File: config.mk
export PLATFORM = sky130hd
export DESIGN_NAME = sensor_cond_flat
export DESIGN_NICKNAME = d
export VERILOG_FILES = /design/src/rtl/sensor_pkg.sv /design/src/rtl/sensor_cond_if.sv /design/src/rtl/sensor_cond_cadence_meas.sv /design/src/rtl/sensor_cond.sv /design/src/flat_wrapper.sv
export SDC_FILE = /design/constraint.sdc
export NUM_CORES = 1
export LEC_CHECK = 0
export BUFFER_PORTS_ARGS = -buffer_cell sky130_fd_sc_hd__buf_4
export CAP_MARGIN = 10
export CORE_UTILIZATION = 54
export DETAILED_ROUTE_END_ITERATION = 7
export PLACE_DENSITY = 0.88
export SETUP_SLACK_MARGIN = 0.1
export SLEW_MARGIN = 20
export SYNTH_ARGS = -nofsm -noshare
export SYNTH_HDL_FRONTEND = slang
export SYNTH_SLANG_ARGS = --single-unit
File: constraint.sdc
create_clock -name clk -period 4.87 [get_ports clk]
set_input_delay 0.2435 -clock clk [delete_from_list [all_inputs] [get_ports clk]]
set_output_delay 0.2435 -clock clk [all_outputs]
set_load 0.005 [all_outputs]
File: src/rtl/sensor_pkg.sv
// Shared constants for the sensor conditioning slice: reading widths, default thresholds,
// counter widths for fast/real timing, and the 12-bit saturating shift used by the target path.
package sensor_pkg;

  localparam int ADC_W = 12;
  localparam int CAD_W = 5;
  localparam int ERR_W = 13;

  localparam int SMPL_W_FAST = 8;
  localparam int SMPL_W_SLOW = 14;
  localparam int WIN_W_FAST  = 12;
  localparam int WIN_W_SLOW  = 24;

  localparam logic [ADC_W-1:0] BATT_THRES_DEF  = 12'hA98;
  localparam logic [ADC_W-1:0] BRAKE_THRES_DEF = 12'h800;
  localparam logic [ADC_W-1:0] TORQUE_MIN_DEF  = 12'h380;

  localparam logic [CAD_W-1:0] CAD_MAX = 5'd31;

  // prod >> 4, clamped to full scale when the shifted value needs a 13th bit.
  function automatic logic [ADC_W-1:0] sat12(input logic [16:0] prod);
    logic [12:0] shr;
    shr = prod[16:4];
    return shr[12] ? 12'hFFF : shr[11:0];
  endfunction

endpackage

File: src/rtl/sensor_cond_if.sv
// A2D readings and cadence pulse into the conditioner, conditioned drive quantities out.
// No handshake: inputs are level samples, outputs are registered levels valid every cycle.
interface sensor_cond_if;
  import sensor_pkg::*;

  logic [ADC_W-1:0] batt;
  logic [ADC_W-1:0] curr;
  logic [ADC_W-1:0] brake;
  logic [ADC_W-1:0] torque;
  logic             cadence_raw;

  logic [ADC_W-1:0] avg_curr;
  logic [ADC_W-1:0] avg_torque;
  logic [CAD_W-1:0] cadence_vec;
  logic             pedaling;
  logic             lowbatt;
  logic             brake_act;
  logic [ADC_W-1:0] target_curr;
  logic [ERR_W-1:0] error;

  modport master (
    output batt, curr, brake, torque, cadence_raw,
    input  avg_curr, avg_torque, cadence_vec, pedaling, lowbatt, brake_act, target_curr, error
  );

  modport slave (
    input  batt, curr, brake, torque, cadence_raw,
    output avg_curr, avg_torque, cadence_vec, pedaling, lowbatt, brake_act, target_curr, error
  );
endinterface

File: src/rtl/sensor_cond_cadence_meas.sv
// Cadence measurement: synchronise the raw pedal pulse, detect rising edges and report the
// saturating edge count once per window.
module cadence_meas
  import sensor_pkg::*;
#(
  parameter int WIN_W = WIN_W_SLOW
) (
  input  logic             clk,
  input  logic             rst_n,
  input  logic             cadence_raw_i,
  output logic [CAD_W-1:0] cadence_vec_o
);

  logic             s1_q, s2_q, s3_q;
  logic [WIN_W-1:0] win_q;
  logic [CAD_W-1:0] cnt_q, cnt_d, cnt_inc;
  logic [CAD_W-1:0] vec_q, vec_d;
  logic             rise, term;

  assign rise = s2_q & ~s3_q;
  assign term = &win_q;

  // A rise on the terminal cycle belongs to the window that is closing.
  always_comb begin
    cnt_inc = (rise && (cnt_q != CAD_MAX)) ? cnt_q + 5'd1 : cnt_q;
    cnt_d   = cnt_inc;
    vec_d   = vec_q;
    if (term) begin
      vec_d = cnt_inc;
      cnt_d = '0;
    end
  end

  always_ff @(posedge clk or negedge rst_n) begin
    if (!rst_n) begin
      s1_q  <= 1'b0;
      s2_q  <= 1'b0;
      s3_q  <= 1'b0;
      win_q <= '0;
      cnt_q <= '0;
      vec_q <= '0;
    end else begin
      s1_q  <= cadence_raw_i;
      s2_q  <= s1_q;
      s3_q  <= s2_q;
      win_q <= win_q + 1'b1;
      cnt_q <= cnt_d;
      vec_q <= vec_d;
    end
  end

  assign cadence_vec_o = vec_q;

endmodule

File: src/rtl/sensor_cond.sv
// Sensor conditioning: current/torque filters, battery and brake flags, cadence-scaled
// target current and the current error fed to the motor-drive loop.
module sensor_cond
  import sensor_pkg::*;
#(
  parameter bit               FAST_SIM    = 1'b0,
  parameter logic [ADC_W-1:0] BATT_THRES  = BATT_THRES_DEF,
  parameter logic [ADC_W-1:0] BRAKE_THRES = BRAKE_THRES_DEF,
  parameter logic [ADC_W-1:0] TORQUE_MIN  = TORQUE_MIN_DEF
) (
  input  logic         clk,
  input  logic         rst_n,
  sensor_cond_if.slave sns_if
);

  localparam int SMPL_W = FAST_SIM ? SMPL_W_FAST : SMPL_W_SLOW;
  localparam int WIN_W  = FAST_SIM ? WIN_W_FAST  : WIN_W_SLOW;

  logic [SMPL_W-1:0] smpl_q;
  logic              smpl;
  logic [13:0]       cacc_q, cacc_d;
  logic [16:0]       tacc_q, tacc_d;
  logic              ped_q;
  logic              lowbatt_q, brake_q;
  logic [ADC_W-1:0]  target_q, target_d;
  logic [ERR_W-1:0]  error_q, error_d;
  logic [CAD_W-1:0]  cadence_vec;
  logic              pedaling;
  logic [ADC_W-1:0]  avg_curr, avg_torque, tq_ex;
  logic [16:0]       prod;

  cadence_meas #(.WIN_W(WIN_W)) u_cad (
    .clk          (clk),
    .rst_n        (rst_n),
    .cadence_raw_i(sns_if.cadence_raw),
    .cadence_vec_o(cadence_vec)
  );

  assign smpl       = &smpl_q;
  assign pedaling   = (cadence_vec >= 5'd2);
  assign avg_curr   = cacc_q[13:2];
  assign avg_torque = tacc_q[16:5];

  // Torque filter is reseeded when pedaling starts so the average does not ramp from stale data.
  always_comb begin
    cacc_d = cacc_q;
    if (smpl) cacc_d = cacc_q - (cacc_q >> 2) + {2'b00, sns_if.curr};

    tacc_d = tacc_q;
    if (pedaling && !ped_q)  tacc_d = {sns_if.torque, 5'b00000};
    else if (smpl && pedaling) tacc_d = tacc_q - (tacc_q >> 5) + {5'b00000, sns_if.torque};

    tq_ex    = (avg_torque > TORQUE_MIN) ? avg_torque - TORQUE_MIN : '0;
    prod     = {5'b00000, tq_ex} * {12'h000, cadence_vec};
    target_d = (!pedaling || lowbatt_q || brake_q) ? '0 : sat12(prod);
    error_d  = {1'b0, target_q} - {1'b0, avg_curr};
  end

  always_ff @(posedge clk or negedge rst_n) begin
    if (!rst_n) begin
      smpl_q    <= '0;
      cacc_q    <= '0;
      tacc_q    <= '0;
      ped_q     <= 1'b0;
      lowbatt_q <= 1'b0;
      brake_q   <= 1'b0;
      target_q  <= '0;
      error_q   <= '0;
    end else begin
      smpl_q    <= smpl_q + 1'b1;
      cacc_q    <= cacc_d;
      tacc_q    <= tacc_d;
      ped_q     <= pedaling;
      lowbatt_q <= (sns_if.batt < BATT_THRES);
      brake_q   <= (sns_if.brake < BRAKE_THRES);
      target_q  <= target_d;
      error_q   <= error_d;
    end
  end

  assign sns_if.avg_curr    = avg_curr;
  assign sns_if.avg_torque  = avg_torque;
  assign sns_if.cadence_vec = cadence_vec;
  assign sns_if.pedaling    = pedaling;
  assign sns_if.lowbatt     = lowbatt_q;
  assign sns_if.brake_act   = brake_q;
  assign sns_if.target_curr = target_q;
  assign sns_if.error       = error_q;

endmodule

File: src/flat_wrapper.sv
// flat-port wrapper written by rule: the top's interface ports become plain ports
module sensor_cond_flat import sensor_pkg::*;
#(
  parameter bit               FAST_SIM    = 1'b0,
  parameter logic [ADC_W-1:0] BATT_THRES  = BATT_THRES_DEF,
  parameter logic [ADC_W-1:0] BRAKE_THRES = BRAKE_THRES_DEF,
  parameter logic [ADC_W-1:0] TORQUE_MIN  = TORQUE_MIN_DEF
)
  (clk, rst_n, sns_if_batt, sns_if_curr, sns_if_brake, sns_if_torque, sns_if_cadence_raw, sns_if_avg_curr, sns_if_avg_torque, sns_if_cadence_vec, sns_if_pedaling, sns_if_lowbatt, sns_if_brake_act, sns_if_target_curr, sns_if_error);
  sensor_cond_if sns_if_i ();
  input  logic clk;
  input  logic rst_n;
  input wire logic [$bits(sns_if_i.batt)-1:0] sns_if_batt;
  input wire logic [$bits(sns_if_i.curr)-1:0] sns_if_curr;
  input wire logic [$bits(sns_if_i.brake)-1:0] sns_if_brake;
  input wire logic [$bits(sns_if_i.torque)-1:0] sns_if_torque;
  input wire logic [$bits(sns_if_i.cadence_raw)-1:0] sns_if_cadence_raw;
  output wire logic [$bits(sns_if_i.avg_curr)-1:0] sns_if_avg_curr;
  output wire logic [$bits(sns_if_i.avg_torque)-1:0] sns_if_avg_torque;
  output wire logic [$bits(sns_if_i.cadence_vec)-1:0] sns_if_cadence_vec;
  output wire logic [$bits(sns_if_i.pedaling)-1:0] sns_if_pedaling;
  output wire logic [$bits(sns_if_i.lowbatt)-1:0] sns_if_lowbatt;
  output wire logic [$bits(sns_if_i.brake_act)-1:0] sns_if_brake_act;
  output wire logic [$bits(sns_if_i.target_curr)-1:0] sns_if_target_curr;
  output wire logic [$bits(sns_if_i.error)-1:0] sns_if_error;
  assign sns_if_i.batt = sns_if_batt;
  assign sns_if_i.curr = sns_if_curr;
  assign sns_if_i.brake = sns_if_brake;
  assign sns_if_i.torque = sns_if_torque;
  assign sns_if_i.cadence_raw = sns_if_cadence_raw;
  assign sns_if_avg_curr = sns_if_i.avg_curr;
  assign sns_if_avg_torque = sns_if_i.avg_torque;
  assign sns_if_cadence_vec = sns_if_i.cadence_vec;
  assign sns_if_pedaling = sns_if_i.pedaling;
  assign sns_if_lowbatt = sns_if_i.lowbatt;
  assign sns_if_brake_act = sns_if_i.brake_act;
  assign sns_if_target_curr = sns_if_i.target_curr;
  assign sns_if_error = sns_if_i.error;
  sensor_cond #(.FAST_SIM(FAST_SIM), .BATT_THRES(BATT_THRES), .BRAKE_THRES(BRAKE_THRES), .TORQUE_MIN(TORQUE_MIN)) u_core (.clk(clk), .rst_n(rst_n), .sns_if(sns_if_i));
endmodule
== After elaboration in Yosys (flattened, before gate mapping) ==
Index checks and enable logic that the tools add are counted.

* Bits of input ports: 51
* Logic and storage cells: 48
* Register bits after elaboration: 110
* Output and inout bits: 57

* $mul: 1
* Equality and inequality tests: 1
* Bitwise operators: 2
* Order comparisons: 4
* Muxes and demuxes: 7
* $add $sub $neg: 9
* Reductions and logical operators: 10

{| class="wikitable"
|+ Operators with widths
! kind !! number
|-
| 12-bit 2-to-1 mux || 3
|-
| 17-bit 2-to-1 mux || 2
|-
| 24-bit by 1-bit adder with 24-bit output (second input constant) || 1
|-
| 12-bit < comparator (second input constant) || 2
|-
| 24-bit AND reduction || 1
|-
| 17-bit by 12-bit adder with 17-bit output || 1
|-
| 12-bit by 5-bit multiplier with 17-bit output || 1
|-
| 17-bit by 12-bit subtractor with 17-bit output || 1
|-
| 14-bit by 1-bit adder with 14-bit output (second input constant) || 1
|-
| 14-bit by 12-bit adder with 14-bit output || 1
|-
| 14-bit AND reduction || 1
|-
| 14-bit by 12-bit subtractor with 14-bit output || 1
|-
| 12-bit by 12-bit subtractor with 13-bit output || 1
|-
| 12-bit by 10-bit > comparator with 1-bit output (second input constant) || 1
|-
| 12-bit by 10-bit subtractor with 12-bit output (second input constant) || 1
|-
| 5-bit 2-to-1 mux || 2
|-
| 5-bit by 1-bit adder with 5-bit output (second input constant) || 1
|-
| 5-bit by 2-bit >= comparator with 1-bit output (second input constant) || 1
|-
| 5-bit != test (second input constant) || 1
|-
| 1-bit logical AND || 3
|-
| 1-bit logical NOT || 2
|-
| 1-bit logical OR || 2
|-
| 2-bit nonzero test || 1
|-
| 1-bit bitwise AND || 1
|-
| 1-bit inverter || 1
|}

== Logic depth before layout (Yosys ltp) ==
* Depth in word-level cells: 5
* Gate-level depth with buffers: 21
* Mapped depth without buffers: 21

== Cells and area by module ==
Synthesis repeated with hierarchy kept, for this count alone.

* Cell total of the unflattened synthesis: 930
* Area total of the unflattened synthesis: 8814.7 sq um

{| class="wikitable"
|+ By module, submodules not included
! module !! instances !! cells each !! area each (sq um) !! sequential area each (sq um)
|-
| sensor_cond || 1 || 803 || 7238.2 || 1826.8
|-
| cadence_meas || 1 || 127 || 1576.5 || 925.9
|}

== Least setup slack after synthesis ==
OpenSTA, ideal clock, no wires.

* Kind: register -> register
* Start: register u_core.tacc_q[15]
* End: register u_core.target_q[0], in the netlist u_core.sns_if.target_curr[0]
* Data required time: 4.723 ns
* Setup slack: 0.033 ns
* Clock period less this slack: 4.837 ns
* Arrival time: 4.690 ns
* Cell stages (with the launch flop): 21
* Path buffers: 2
* Cells stage by stage: dfrtp_1 -> inv_1 -> ha_1 -> nand3_2 -> nand2_1 -> clkbuf_1 -> and3_1 -> fa_1 -> fa_1 -> inv_1 -> fa_1 -> inv_1 -> ha_1 -> nand2_1 -> nor2_1 -> and3_1 -> a311o_2 -> o21a_4 -> mux2i_1 -> buf_6 -> a21oi_2

* Longest elaborated chain between the ends: 5

{| class="wikitable"
|+ Ends and longest elaborated chain
! element !! RTL line !! RTL
|-
| from (decl) || sensor_cond.sv:22 || <nowiki>logic [16:0] tacc_q, tacc_d;</nowiki>
|-
| from (signal assigned) || sensor_cond.sv:72 || <nowiki>tacc_q <= tacc_d;</nowiki>
|-
| 12-bit by 10-bit subtractor with 12-bit output / 12-bit by 10-bit > comparator with 1-bit output (equally long branches) || sensor_cond.sv:53 || <nowiki>tq_ex = (avg_torque > TORQUE_MIN) ? avg_torque - TORQUE_MIN : '0;</nowiki>
|-
| 12-bit 2-to-1 mux * || sensor_cond.sv:53 ||
|-
| 12-bit by 5-bit multiplier with 17-bit output * || sensor_cond.sv:54 || <nowiki>prod = {5'b00000, tq_ex} * {12'h000, cadence_vec};</nowiki>
|-
| 12-bit 2-to-1 mux * || sensor_pkg.sv:24 || <nowiki>return shr[12] ? 12'hFFF : shr[11:0];</nowiki>
|-
| 12-bit 2-to-1 mux * || sensor_cond.sv:55 || <nowiki>target_d = (!pedaling || lowbatt_q || brake_q) ? '0 : sat12(prod);</nowiki>
|-
| net u_core.target_d[0] || sensor_cond.sv:25 || <nowiki>logic [ADC_W-1:0] target_q, target_d;</nowiki>
|-
| to (signal assigned) || sensor_cond.sv:76 || <nowiki>target_q <= target_d;</nowiki>
|-
| to (decl) || sensor_cond.sv:25 ||
|}

The timed path passes the listed nets; every way through them passes the cells marked *.
A chain may end at the register's enable or synchronous reset.

== Worst setup path in the final report ==
* Start: register u_core.tacc_q[7]
* End: register u_core.target_q[1], in the netlist u_core.sns_if.target_curr[1]

Same word-level chain as after synthesis.

==> qor.yml <==
status:
  status: "completed"
detailed_routing:
  detail_route.first_pass.iterations: 5
  drt_iter0_markers: 529
  post-route-drc-count: 0
  vias_per_cell: 5.465
  vias: 7033
  ant_nets: 0
  wl_microns: 19680
  wl_per_cell_microns: 15.29
clocking:
  cts.htree.levels: 3
  path_clk_slew_ns: 0.07
  cts.sinks: 110
  cts_buffers: 9
  root_buffer: "clkbuf_16"
  cts_tree: "done"
  clock_latency_ns: 0.36
  cts.path.max_buffers: 2
yosys:
  syn_area_sq_um: 8887
  yosys-top-cells-area: "dfrtp_1, fa_1, ha_1, inv_1, xnor2_1"
  seq_area_frac_synth: 0.3097
  synth_cells: 962
  yosysTopAreaCellShare: 0.3097
  synth_edf_count: 0
  syn_avg_cell_area_sq_um: 9.238
  ys_async_sr_fraction: 1.000
  syn_nets: 1141
  synth_seq_cells: 110
  synth_flop_cell: "dfrtp_1"
  ys_warn_count: 0
  synth.distinct_cells: 64
  yosysTopAreaCell: "dfrtp_1"
floorplanning:
  die_w_microns: 130.3
  chipHeight_microns: 130.3
  start_util: 0.5554
  pin_count: 108
  die_area_sq_um: 16980
  fp-row-count: 46
  core_sq_um: 16000
timing:
  setup_tns_ns: 0
  max_slew_margin: 0.2693
  hold_ws_ns: 0.005072
  fin_crit_ns: 4.826
  worst_pin_slew_ns: 1.092
  hold_violations: 0
  min_period_over_period: 0.9910
  fmax_mhz: 207.2
  finalClockSkew_ns: 0.004533
  rsz0062_at_grt: "true"
  setup_viol: 0
  slew_violations: 0
finish:
  n_antenna_cell: 0
  multi_input_area_sq_um: 5597
  area_delta_synth_final_pct: 19.05
  fin_nets: 1246
  nFillCells: 1201
  layout-drive-gt1-share: 0.2101
  layout_common_cells: "inv_1, buf_4, dfrtp_1"
  regArea_sq_um: 2753
  layout_commonest_cell: "inv_1"
worst_setup_path:
  crit_chain: "nor4_4 > nand4_1 > o21a_4 > and3_4 > fa_1 > fa_1 > inv_2 > fa_1 > inv_2 > ha_4 > nand2_4 > buf_4 > o41ai_4 > a21oi_2 > xnor2_2 > buf_6 > mux2i_4 > buf_6 > buf_12 > a21oi_2"
  cp_max_fo: 7
  crit_buf_inv: 6
  crit_type: "register to register"
  slowest_stage: "fa_1"
  required_ns: 5.09
  cpPeakStageDelay_ns: 0.54
  cp_common_cell: "fa_1"
  endpoint_kind: "register"
  critPathLaunchType: "register"
  cp_top_family: "adder cells"
  r2r_setup_slack_ns: 0.04
  crit_arrival_ns: 5.04
hold_path:
  hold_class: "input pin to async pin"
power:
  p_leak_uw: 0.005551
  p_switching_uw: 589.6
  p_total_uw: 2064
  comb_power_share: 0.202
  ir_drop_v: 0.0001749
  clockPowerShare: 0.330
  pwr-share-seq: 0.469
  switching_share: 0.2857
  intPower_uw: 1474
  powerDensity_nw_per_um2: 195.1
grt:
  grt_pass1_vias: 6881
  antenna_found_initial: 0
  grt_usage: 0.2377
  gr-total-overflow: 0
  grt_pass1_wl_microns: 31480
  grt_start_max_net_pins: 71
placed_design:
  hpwl_microns: 14650
  gp_congestion: 0.9004
  port_buffers: 93
job:
  drv_cap: 0
==> kinds of logic (layout without fill, tap and decap cells) <==
family / after synthesis / count (layout) / synth area share
XOR/XNOR: 81 / 81 / 0.07983
multiplexers: 10 / 10 / 0.01154
buffers and inverters: 206 / 315 / 0.09827
flip-flops: 110 / 110 / 0.3097
AO/OA/AOI/OAI: 170 / 170 / 0.1273
adder cells (fa/ha/maj): 128 / 128 / 0.2258
AND/OR/NAND/NOR: 257 / 257 / 0.1475
==> synth_stat cells (4+ instances only) <==
cell and instances:
inv_1 164, and2_1 22, and3_1 35, or3_1 5
o21ai_0 34, o21a_1 9, nor2b_1 7, fa_1 54
a21oi_2 10, xor2_1 25, o21ai_1 5, nor2_1 45
nor4_1 4, nand2b_1 4, o21bai_1 7, nor3_1 9
a21o_1 15, a31oi_1 8, nand4_1 10, dfrtp_1 110
ha_1 74, a21oi_1 45, mux2i_1 8, clkbuf_1 15
a311oi_1 4, xnor2_1 56, nand2_1 72, buf_4 24
nand3_1 28, a22oi_1 7
==> registers in the layout, summed over array words and instances (netlist names), 5 cells and up <==
signal	cells
u_core.sns_if.target_curr	12
u_core.tacc_q	17
u_core.smpl_q	14
u_core.cacc_q	14
u_core.u_cad.cadence_vec_o	5
u_core.u_cad.cnt_q	5
u_core.sns_if.error	13
u_core.u_cad.win_q	24
==> stage by stage <==
step,instance area [sq um],std cells,setup slack (ns),utilization
6_report,10580,1287,0.04362,0.6612
2_1_floorplan,8904,962,0.1183,-
4_1_cts,10350,1283,0.05604,0.6472
3_5_place_dp,9854,1261,-0.1042,0.6159
3_3_place_gp,9854,1261,0.07080,0.6159
5_1_grt,10580,1287,-0.09181,0.6612
==> worst paths after layout <==
path	cells past startpoint	start	to
max	20	u_core.tacc_q[7]	u_core.sns_if.target_curr[1]
min	1	rst_n	u_core.cacc_q[2]
max reg2reg	20	u_core.tacc_q[7]	u_core.sns_if.target_curr[1]
min reg2reg	0	u_core.u_cad.s1_q	u_core.u_cad.s2_q
max in group asynchronous	2	rst_n	u_core.u_cad.cadence_vec_o[4]
min in group clk	2	sns_if_brake[11]	u_core.sns_if.brake_act
==> final cells by class <==
type | count | share of cell area
Clock buffer | 10 | 0.02164
Timing Repair Buffer | 135 | 0.1012
Multi-Input combinational cell | 646 | 0.5290
Inverter | 165 | 0.05901
Sequential cell | 110 | 0.2602
Clock inverter | 5 | 0.003430
Tap cell | 216 | 0.02554
==> timing repair <==
action                                  4_1_cts  5_1_grt
pin swaps                                    26       27
hold endpoints to repair                      1        0
gates resized for setup                      24       44
cloned                                        1        0
hold buffers                                  1        0
endpoints found under the setup margin       12       12
buffers inserted                              5        4
==> power groups by stage <==
stage               Clock (uW)  Combinational [uW]  Sequential (uW)
floorplan                    0                 277              982
detailed placement           0                 405              982
global placement             0                 387              981
CTS                        687                 411              965
finish                     680                 416              967
global route               721                 470              970
==> layer usage <==
metal | GRT usage | routed length, microns | vias to the layer above
met5 | 0 | 0 | -
met1 | 0.2878 | 8127 | 3409
met4 | 0.08687 | 472 | 0
met3 | 0.02952 | 964 | 41
li1 | - | - | 3355
met2 | 0.4321 | 10120 | 228
(Power assumes the default switching activity.)
